[src/rtl/dds_sweep_ctrl.sv]
// dds_sweep_ctrl: frequency sweep scheduler driving a DDS core's freq/phase/en.
// Steps a signed tuning word from f_start to f_stop in f_step increments and
// holds each word for max(dwell,1) cycles. Steps are clamped to the target
// word, so the sweep never overshoots or wraps.
// Build option: define DDS_SWEEP_BIDIR_EN to reverse at f_stop and sweep back
// to f_start before finishing. The turnaround word is dwelt once.
//
// state | meaning
// IDLE  | waiting for start; freq/phase hold their last values, dds_en low
// RUN   | sweep in progress; busy and dds_en high
// FIN   | one-cycle done pulse, then back to IDLE
module dds_sweep_ctrl #(
  parameter int PW = 32,
  parameter int CW = 16
) (
  input  logic          clk,
  input  logic          rst,
  input  logic          start,
  input  logic          abort,
  input  logic [PW-1:0] f_start,
  input  logic [PW-1:0] f_stop,
  input  logic [PW-1:0] f_step,
  input  logic [CW-1:0] dwell,
  input  logic [PW-1:0] phase_in,
  output logic [PW-1:0] freq,
  output logic [PW-1:0] phase,
  output logic          dds_en,
  output logic          busy,
  output logic          done
);

  typedef enum logic [1:0] {S_IDLE, S_RUN, S_FIN} state_t;

  // f_step is a full-width unsigned magnitude, so a signed freq plus the step
  // needs two extra bits to be represented without wrap.
  localparam int XW = PW + 2;

  state_t        state;
  logic [PW-1:0] tgt;
  logic [PW-1:0] step_r;
  logic [CW-1:0] reload;
  logic [CW-1:0] cnt;
  logic          dir_up;
`ifdef DDS_SWEEP_BIDIR_EN
  logic [PW-1:0] origin;
  logic          back;
`endif

  logic          at_tgt;
  logic          turn;
  logic [PW-1:0] step_tgt;
  logic          step_up;
  logic signed [XW-1:0] freq_x;
  logic signed [XW-1:0] step_x;
  logic signed [XW-1:0] tgt_x;
  logic signed [XW-1:0] sum_x;
  logic [PW-1:0] next_word;

  // Next tuning word: step toward the active target, clamped to it. At the
  // turnaround point the target and direction are already the return leg's.
  always_comb begin
    at_tgt = (freq == tgt);
`ifdef DDS_SWEEP_BIDIR_EN
    turn = at_tgt && !back;
    step_tgt = turn ? origin : tgt;
`else
    turn = 1'b0;
    step_tgt = tgt;
`endif
    step_up = turn ? !dir_up : dir_up;
    freq_x = {{2{freq[PW-1]}}, freq};
    step_x = {2'b00, step_r};
    tgt_x = {{2{step_tgt[PW-1]}}, step_tgt};
    sum_x = step_up ? (freq_x + step_x) : (freq_x - step_x);
    if (step_r == '0)
      next_word = step_tgt;
    else if (step_up && (sum_x >= tgt_x))
      next_word = step_tgt;
    else if (!step_up && (sum_x <= tgt_x))
      next_word = step_tgt;
    else
      next_word = sum_x[PW-1:0];
  end

  // Sweep FSM with registered outputs; dwell timer is a down-counter that
  // advances the word when it reaches zero.
  always_ff @(posedge clk or posedge rst) begin
    if (rst) begin
      state  <= S_IDLE;
      freq   <= '0;
      phase  <= '0;
      dds_en <= 1'b0;
      busy   <= 1'b0;
      done   <= 1'b0;
      tgt    <= '0;
      step_r <= '0;
      reload <= '0;
      cnt    <= '0;
      dir_up <= 1'b0;
`ifdef DDS_SWEEP_BIDIR_EN
      origin <= '0;
      back   <= 1'b0;
`endif
    end else begin
      done <= 1'b0;
      case (state)
        S_IDLE: begin
          if (start && !abort) begin
            freq   <= f_start;
            phase  <= phase_in;
            tgt    <= f_stop;
            step_r <= f_step;
            reload <= (dwell == '0) ? '0 : dwell - CW'(1);
            cnt    <= (dwell == '0) ? '0 : dwell - CW'(1);
            dir_up <= ($signed(f_stop) >= $signed(f_start));
`ifdef DDS_SWEEP_BIDIR_EN
            origin <= f_start;
            back   <= 1'b0;
`endif
            busy   <= 1'b1;
            dds_en <= 1'b1;
            state  <= S_RUN;
          end
        end
        S_RUN: begin
          if (abort) begin
            busy   <= 1'b0;
            dds_en <= 1'b0;
            state  <= S_IDLE;
          end else if (cnt != '0) begin
            cnt <= cnt - CW'(1);
          end else if (!at_tgt) begin
            freq <= next_word;
            cnt  <= reload;
`ifdef DDS_SWEEP_BIDIR_EN
          end else if (!back && (origin != tgt)) begin
            freq   <= next_word;
            cnt    <= reload;
            tgt    <= origin;
            dir_up <= !dir_up;
            back   <= 1'b1;
`endif
          end else begin
            busy   <= 1'b0;
            dds_en <= 1'b0;
            done   <= 1'b1;
            state  <= S_FIN;
          end
        end
        S_FIN: begin
          state <= S_IDLE;
        end
        default: begin
          busy   <= 1'b0;
          dds_en <= 1'b0;
          state  <= S_IDLE;
        end
      endcase
    end
  end

endmodule
[config.mk]
export PLATFORM = sky130hd
export DESIGN_NAME = dds_sweep_ctrl
export DESIGN_NICKNAME = d
export VERILOG_FILES = /design/src/rtl/dds_sweep_ctrl.sv
export SDC_FILE = /design/constraint.sdc
export NUM_CORES = 1
export LEC_CHECK = 0
export CORE_UTILIZATION = 41
export DETAILED_ROUTE_END_ITERATION = 16
export SLEW_MARGIN = 20
export SYNTH_ARGS = -nofsm -noshare
export SYNTH_HDL_FRONTEND = slang
export SYNTH_SLANG_ARGS = --single-unit
[constraint.sdc]
create_clock -name clk -period 7.5 [get_ports clk]
set_clock_uncertainty 0.15 [all_clocks]
set_input_delay 0.75 -clock clk [delete_from_list [all_inputs] [get_ports clk]]
set_output_delay 0.75 -clock clk [all_outputs]
set_load 0.005 [all_outputs]
==> summary.txt, run 1 <==
STA
  – # setup viols final: 0
  – Max-slew headroom: 42.8%
  – Endpoints failing hold: 0
  – Min Clock Period, post-route: 6920 ps
  – Worst-margin pin slew: 858 ps
  – Setup TNS: 0 ps
  – Max-slew violation count: 0
  – Fmax: 0.144 GHz
  – Setup repair after global routing missed its margin: false
  – Tcrit/Tclk final: 92.3%

Synthesis
  – Synth cell types: 74
  – Seq/Total Area, Yosys: 34.1%
  – Mapped cell area: 0.0121 sq mm
  – Syn. warnings: 0
  – Synth area leaders: dfrtp_1 34%, ha_1 11%, nand2_1 9.2%
  – Mapped Cells: 1502
  – Post-synth top area share: 34.1%
  – Synth Area in XOR/XNOR: 8.16%
  – Post-synthesis compound-gate area fraction: 18.6%
  – Synth Area in Adders: 10.9%
  – Post-synth EDFFs: 0
  – Area leader, netlist: dfrtp_1
  – Post-synthesis mux area share: 0.619%
  – Post-synthesis simple-gate area fraction: 22.5%
  – Avg Cell Area, Syn: 8.07 sq um
  – Async set or reset register ratio after synthesis: 100%
  – Main combinational cell family by area after synthesis: simple AND/OR/NAND/NOR gates
  – Flops & latches, synth: 165
  – Top_reg_cell synth: dfrtp_1
  – Post-Syn Nets: 1755

Finish
  – Net count, final: 1935
  – Share of layout cells above drive strength 1: 4.72%
  – Commonest cells after routing, fill and taps aside: 296 x nand2_1, 214 x clkdlybuf4s50_1, 165 x dfrtp_1
  – Diode count: 0
  – # fillers: 2814
  – Area growth syn-to-layout: 25.6%
  – Fin util: 52.8%
  – Commonest non-fill, non-tap cell in the layout: nand2_1
  – Final Non-Filler Cells: 2079
  – Design Area, Final: 0.0152 sq mm

Clock network
  – Clock transition at path regs: 80 ps
  – CTS H-tree depth: 4
  – CTS root buf: clkbuf_16
  – Hold-fix buffers, CTS: 0
  – Num CTS Buffers: 17
  – CTS tree: built
  – Clock Path Buffers: 2
  – Setup bufs post-CTS: 0
  – Clock sink count: 165
  – Worst skew pair latency: 450 ps

GRT
  – GRT Util Overall: 26.8%
  – Largest net degree at the start of global routing: 92
  – Grt ovf: 0
  – Initial antenna violation count: 1
  – Vias in the first global route: 11000
  – First-pass GRT wire length: 62900 um

Placement
  – Placed Cells: 2047
  – IO Port Bufs: 214
  – GPL Wtd Cong: 0.958
  – Dpl cell area: 0.0146 sq mm
  – DP HPWL: 30900 um

Power and ir drop
  – Pwr per Cell Area: 338 mW/mm^2
  – Net Sw Frac: 47.3%
  – Gate power share: 56.5%
  – Cell internal pwr: 2710 uW
  – Clock power share: 18.5%
  – Max VDD drop: 0.242 mV
  – P_sw: 2430 uW
  – Reg power frac: 24.9%
  – Leak: 0.00690 uW

Worst setup path
  – Crit Path Class: reg2reg
  – Worst path slowest cell: or4_4
  – Crit. Startpoint: step_r[15]$_DFFE_PP0P_
  – Crit-path max cell delay: 640 ps
  – Worst EP arrival: 7130 ps
  – Largest fanout on the critical path: 27
  – Reg2Reg Launch Point: step_r[15]$_DFFE_PP0P_
  – Worst Setup Start Kind: flop
  – CP Cell Sequence: or4_4 -> or3_4 -> nor3_2 -> a21oi_1 -> xor2_1 -> ha_1 -> a21oi_1 -> o21ai_0 -> a21oi_1 -> o211ai_1 -> a31oi_1 -> o21ai_0 -> o41ai_1 -> xnor2_1 -> ha_1 -> nand2_1 -> nor2_1 -> a211oi_1 -> o2111ai_2 -> or4_4 -> nand2_4 -> a21oi_1 -> a211oi_1
  – Worst Setup End Kind: flop
  – CP dominant cell by count: a21oi_1
  – CP Data Required Time: 7700 ps

Floorplan
  – Ports: 215
  – Initial core utilization: 42.0%
  – Floorplan row count: 62
  – Die W: 174 um
  – DIE AREA: 0.0303 sq mm
  – Core area: 0.0289 sq mm
  – Die Ht: 174 um

Hold path
  – Min-delay src: phase[12]$_DFFE_PP0P_
  – HP Class: reg2reg

Detailed routing
  – Via count: 11500
  – Residual DRC count: 0
  – Drt total wl: 40200 um
  – DR iter-0 viols: 816
  – Post-DRT Antenna Nets: 0
  – Vias per inst: 5.53
  – DR pass1 iterations: 5
  – Drt wl/cell: 19.3 um

Outcome
  – Status: finished, final reports clean

Flow run
  – Max-cap violations: 0
sequential cells by signal, indices dropped and copies added (netlist names):
name	count
state	2
freq	32
dir_up	1
reload	16
step_tgt	32
done	1
cnt	16
busy	1
step_r	32
phase	32
logic make-up after synthesis:
logic type,after synthesis
DFF,165
xor gates and xnor gates,113
AOI/OAI and AO/OA,374
and+or+nand+nor,581
muxes,7
buffers and inverters,157
adders and majority gates,105
synth_stat cells, types with 7 or more instances:
cell type    n
nand2_1    296
dfrtp_1    165
a21oi_1    135
o21ai_0    106
ha_1       104
inv_1       91
nor3_1      84
xor2_1      76
nor2_1      69
clkbuf_1    53
xnor2_1     37
a21o_1      21
nor4_1      20
nand4_1     19
nand3_1     18
o211ai_1    16
o31ai_1     15
a211oi_1    13
o21ai_1     11
nand2b_1    10
nor2b_1     10
or3_1        9
a31oi_1      8
o21a_1       7
or4_1        7
layout make-up:
cell class | instances | area [sq um] | share of cell area, %
clock buffer | 17 | 425 | 2.79
clock inverter | 15 | 200 | 1.31
inverter | 92 | 350 | 2.30
multi-input combinational | 1180 | 7410 | 48.7
sequential | 165 | 4130 | 27.1
tap | 384 | 480 | 3.16
timing repair buffer | 226 | 2230 | 14.7
final timing paths:
check                      slack, ps  cells past startpoint                     to
max                              580                     23   freq[13]$_DFFE_PP0P_
min                              330                      2  phase[12]$_DFFE_PP0P_
max reg2reg                      580                     23   freq[13]$_DFFE_PP0P_
min reg2reg                      330                      2  phase[12]$_DFFE_PP0P_
max in group asynchronous       4850                      4   freq[23]$_DFFE_PP0P_
min in group asynchronous        690                      2  phase[15]$_DFFE_PP0P_
layer usage:
metal / up-vias / share of wire, % / GRT usage, %
met4: 2 / 2.5 / 8.41
met3: 50 / 6.5 / 5.12
met1: 5429 / 44 / 35.9
li1: 5611 / - / -
met2: 396 / 47 / 43.5
met5: - / 0.032 / 0
power groups by stage:
stage               clock network [uW]  registers [uW]  logic (uW)
floorplan                            0            1230        2000
global placement                     0            1300        2860
detailed placement                   0            1300        2860
CTS                                968            1280        2880
global route                       999            1310        3220
finish                             954            1280        2910
critical path, delay by kind of cell, from the launching register on:
family	cells	cell delay, ps
adders and majority gates	2	650
and+or+nand+nor	7	2380
xor gates and xnor gates	2	330
DFF	1	490
AOI/OAI and AO/OA	12	2810
metrics by stage:
step                worst slack (ps)  power, uW  hold WS, ps
global placement                 407       4150          306
finish                           577       5140          326
detailed placement               376       4160          311
global route                    3.71       5520          354
CTS                              343       5130          330
floorplan                       1650       3230          296
repair_timing:
item,CTS,global route
setup endpoints to repair,0,30
resized for setup,0,4
hold endpoints to repair,0,0
No activity file was read; power rests on OpenSTA's default activity.
==> inputs of run 2 (changes only) <==
--- a/config.mk
+++ b/config.mk
@@ -5,8 +5,10 @@
 export SDC_FILE = /design/constraint.sdc
 export NUM_CORES = 1
 export LEC_CHECK = 0
+export CORE_MARGIN = 5
 export CORE_UTILIZATION = 41
 export DETAILED_ROUTE_END_ITERATION = 16
+export PLACE_DENSITY = 0.67
 export SLEW_MARGIN = 20
 export SYNTH_ARGS = -nofsm -noshare
 export SYNTH_HDL_FRONTEND = slang
==> constraint.sdc (replaced) <==
create_clock -name clk -period 5.6 [get_ports clk]
set_clock_uncertainty 0.15 [all_clocks]
set_input_delay 0.56 -clock clk [delete_from_list [all_inputs] [get_ports clk]]
set_output_delay 0.56 -clock clk [all_outputs]
set_load 0.005 [all_outputs]
==> summary.txt, run 2 (synthesis gave the netlist of run 1 again) <==
Power and ir drop
  – Leak: 0.00789 uW (was 0.00690 uW)
  – Reg power frac: 20.1% (was 24.9%)
  – Max VDD drop: 0.293 mV (was 0.242 mV)
  – Pwr per Cell Area: 496 mW/mm^2 (was 338 mW/mm^2)
  – Pwr Total: 8480 uW (was 5140 uW)
  – Net Sw Frac: 44.0% (was 47.3%)
  – Cell internal pwr: 4750 uW (was 2710 uW)
  – Gate power share: 65.4% (was 56.5%)
  – Clock power share: 14.6% (was 18.5%)
  – P_sw: 3730 uW (was 2430 uW)

Finish
  – # fillers: 2643 (was 2814)
  – Area growth syn-to-layout: 40.9% (was 25.6%)
  – Commonest non-fill, non-tap cell in the layout: nand2_1 (unchanged)
  – Commonest cells after routing, fill and taps aside: 291 x nand2_1, 214 x clkdlybuf4s50_1, 174 x buf_4 (was 296 x nand2_1, 214 x clkdlybuf4s50_1, 165 x dfrtp_1)
  – Fin util: 58.1% (was 52.8%)
  – Share of layout cells above drive strength 1: 17.6% (was 4.72%)
  – Net count, final: 2115 (was 1935)

Clock network
  – CTS H-tree depth: 4 (unchanged)
  – CTS root buf: clkbuf_16 (unchanged)
  – Clock transition at path regs: 70 ps (was 80 ps)
  – CTS tree: built (unchanged)
  – Hold-fix buffers, CTS: 0 (unchanged)
  – Num CTS Buffers: 17 (unchanged)
  – Clock sink count: 165 (unchanged)
  – Clock Path Buffers: 2 (unchanged)
  – Worst skew pair latency: 440 ps (was 450 ps)

Worst setup path
  – CP Data Required Time: 5790 ps (was 7700 ps)
  – Worst Setup End Kind: flop (unchanged)
  – Worst EP arrival: 6230 ps (was 7130 ps)
  – Reg2reg setup slack: -440 ps (was 580 ps)
  – Worst Setup Start Kind: flop (unchanged)
  – Largest fanout on the critical path: 9 (was 27)
  – Crit Path Class: reg2reg (unchanged)

Hold path
  – HP Class: reg2reg (unchanged)

Detailed routing
  – Vias per inst: 5.45 (was 5.53)
  – DR pass1 iterations: 5 (unchanged)
  – Drt wl/cell: 19.0 um (was 19.3 um)
  – Via count: 12300 (was 11500)
  – Drt total wl: 42900 um (was 40200 um)
  – DR iter-0 viols: 889 (was 816)
  – Post-DRT Antenna Nets: 0 (unchanged)
  – Residual DRC count: 0 (unchanged)

Floorplan
  – Floorplan row count: 63 (was 62)
  – Initial core utilization: 41.2% (was 42.0%)
  – Die W: 182 um (was 174 um)
  – DIE AREA: 0.0331 sq mm (was 0.0303 sq mm)
  – Core area: 0.0294 sq mm (was 0.0289 sq mm)
  – Die Ht: 182 um (was 174 um)
  – Ports: 215 (unchanged)

STA
  – Endpoints failing hold: 0 (unchanged)
  – # setup viols final: 32 (was 0)
  – Max-slew headroom: 26.8% (was 42.8%)
  – Setup repair after global routing missed its margin: true (was false)
  – Setup ws final: -441 ps (was 577 ps)
  – Setup TNS: -12760 ps (was 0 ps)
  – Fmax: 0.166 GHz (was 0.144 GHz)
  – Min Clock Period, post-route: 6040 ps (was 6920 ps)
  – Max-slew violation count: 0 (unchanged)
  – Tcrit/Tclk final: 108% (was 92.3%)
  – Worst-margin pin slew: 1090 ps (was 858 ps)

GRT
  – First-pass GRT wire length: 67600 um (was 62900 um)
  – Largest net degree at the start of global routing: 98 (was 92)
  – Grt ovf: 0 (unchanged)
  – Initial antenna violation count: 1 (unchanged)
  – Vias in the first global route: 12600 (was 11000)
  – GRT Util Overall: 25.4% (was 26.8%)

Placement
  – DP HPWL: 32700 um (was 30900 um)
  – IO Port Bufs: 214 (unchanged)
  – GPL Wtd Cong: 0.938 (was 0.958)
  – Pre-CTS WS: -574 ps (was 376 ps)

Flow run
  – Max-cap violations: 0 (unchanged)

Outcome
  – Failing checks: setup timing
  – Status: finished, violations left (was finished, final reports clean)
-- run 2: cell count changes in the layout (fill, tap and decap cells not counted), sizes merged --
cell | before | now
diode | 0 | 1
inv | 100 | 98
bufinv | 1 | 2
buf | 12 | 191
nand2 | 297 | 298
clkbuf | 17 | 18
clkinv | 4 | 3
-- run 2: metal layers --
layer	wire [um]	part of all wire, %	track usage (%)
met1	18100	42	32.0
met2	20200	47	42.4
met3	2910	6.8	5.97
met4	1660	3.9	9.73
met5	12	0.028	0
-- run 2: worst max-delay path: stages, from the launching register on --
cell       delay, ps
dfrtp_1          390
or4_4            540
or3_4            390
nor2_1           120
a21oi_1           80
xor2_1           170
ha_1             340
a2111oi_1        460
buf_4            200
o211ai_1          80
nand3_1          160
o311a_1          230
nor2_1            70
xnor2_1          260
buf_4            160
ha_1             230
and4_4           170
and4bb_2         240
buf_6            120
nand4_1          110
nand2_2           90
buf_6            120
or4_4            590
nand2_8          130
buf_12           140
a21oi_1           60
o21ai_0          140
-- run 2: through the flow --
step | area, sq um | std cells | hold WS (ps)
6_report | 17100 | 2265 | 326
5_1_grt | 17100 | 2264 | 347
4_1_cts | 16900 | 2261 | 329
3_5_place_dp | 15900 | 2216 | 312
3_3_place_gp | 15900 | 2216 | 306
2_1_floorplan | 12200 | 1502 | 296
-- run 2: area by class of cell --
| class | instances | area [sq um] | share of cell area (%) |
|---|---|---|---|
| Sequential cell | 165 | 4130 | 24.2 |
| Timing Repair Buffer | 405 | 3670 | 21.5 |
| Multi-Input combinational cell | 1181 | 7850 | 45.9 |
| Clock buffer | 18 | 429 | 2.51 |
| Inverter | 92 | 350 | 2.05 |
| Tap cell | 390 | 488 | 2.86 |
| Antenna cell | 1 | 2.50 | 0.0147 |
| Clock inverter | 13 | 166 | 0.974 |
-- run 2: what timing repair did --
action                                  4_1_cts  5_1_grt
pin swaps                                    57       16
setup buffers                                16        5
gates resized for setup                      82       34
endpoints found under the setup margin       32       32
gates cloned                                  1        0
-- run 2: path summary, 6_finish.rpt --
path,end,startpoint,depth (start not counted)
max,freq[10]$_DFFE_PP0P_,step_r[15]$_DFFE_PP0P_,26
min,phase[8]$_DFFE_PP0P_,phase[8]$_DFFE_PP0P_,2
max reg2reg,freq[10]$_DFFE_PP0P_,step_r[15]$_DFFE_PP0P_,26
min reg2reg,phase[8]$_DFFE_PP0P_,phase[8]$_DFFE_PP0P_,2
max in group asynchronous,freq[22]$_DFFE_PP0P_,rst,3
min in group asynchronous,phase[30]$_DFFE_PP0P_,rst,2
-- run 2: power groups by stage --
stage,logic (uW),clock network [uW],registers [uW]
final,5540,1240,1700
after global routing,5990,1300,1730
after CTS,5290,1260,1700
after detailed placement,4810,0,1720
after global placement,4740,0,1710
after floorplan,2700,0,1650
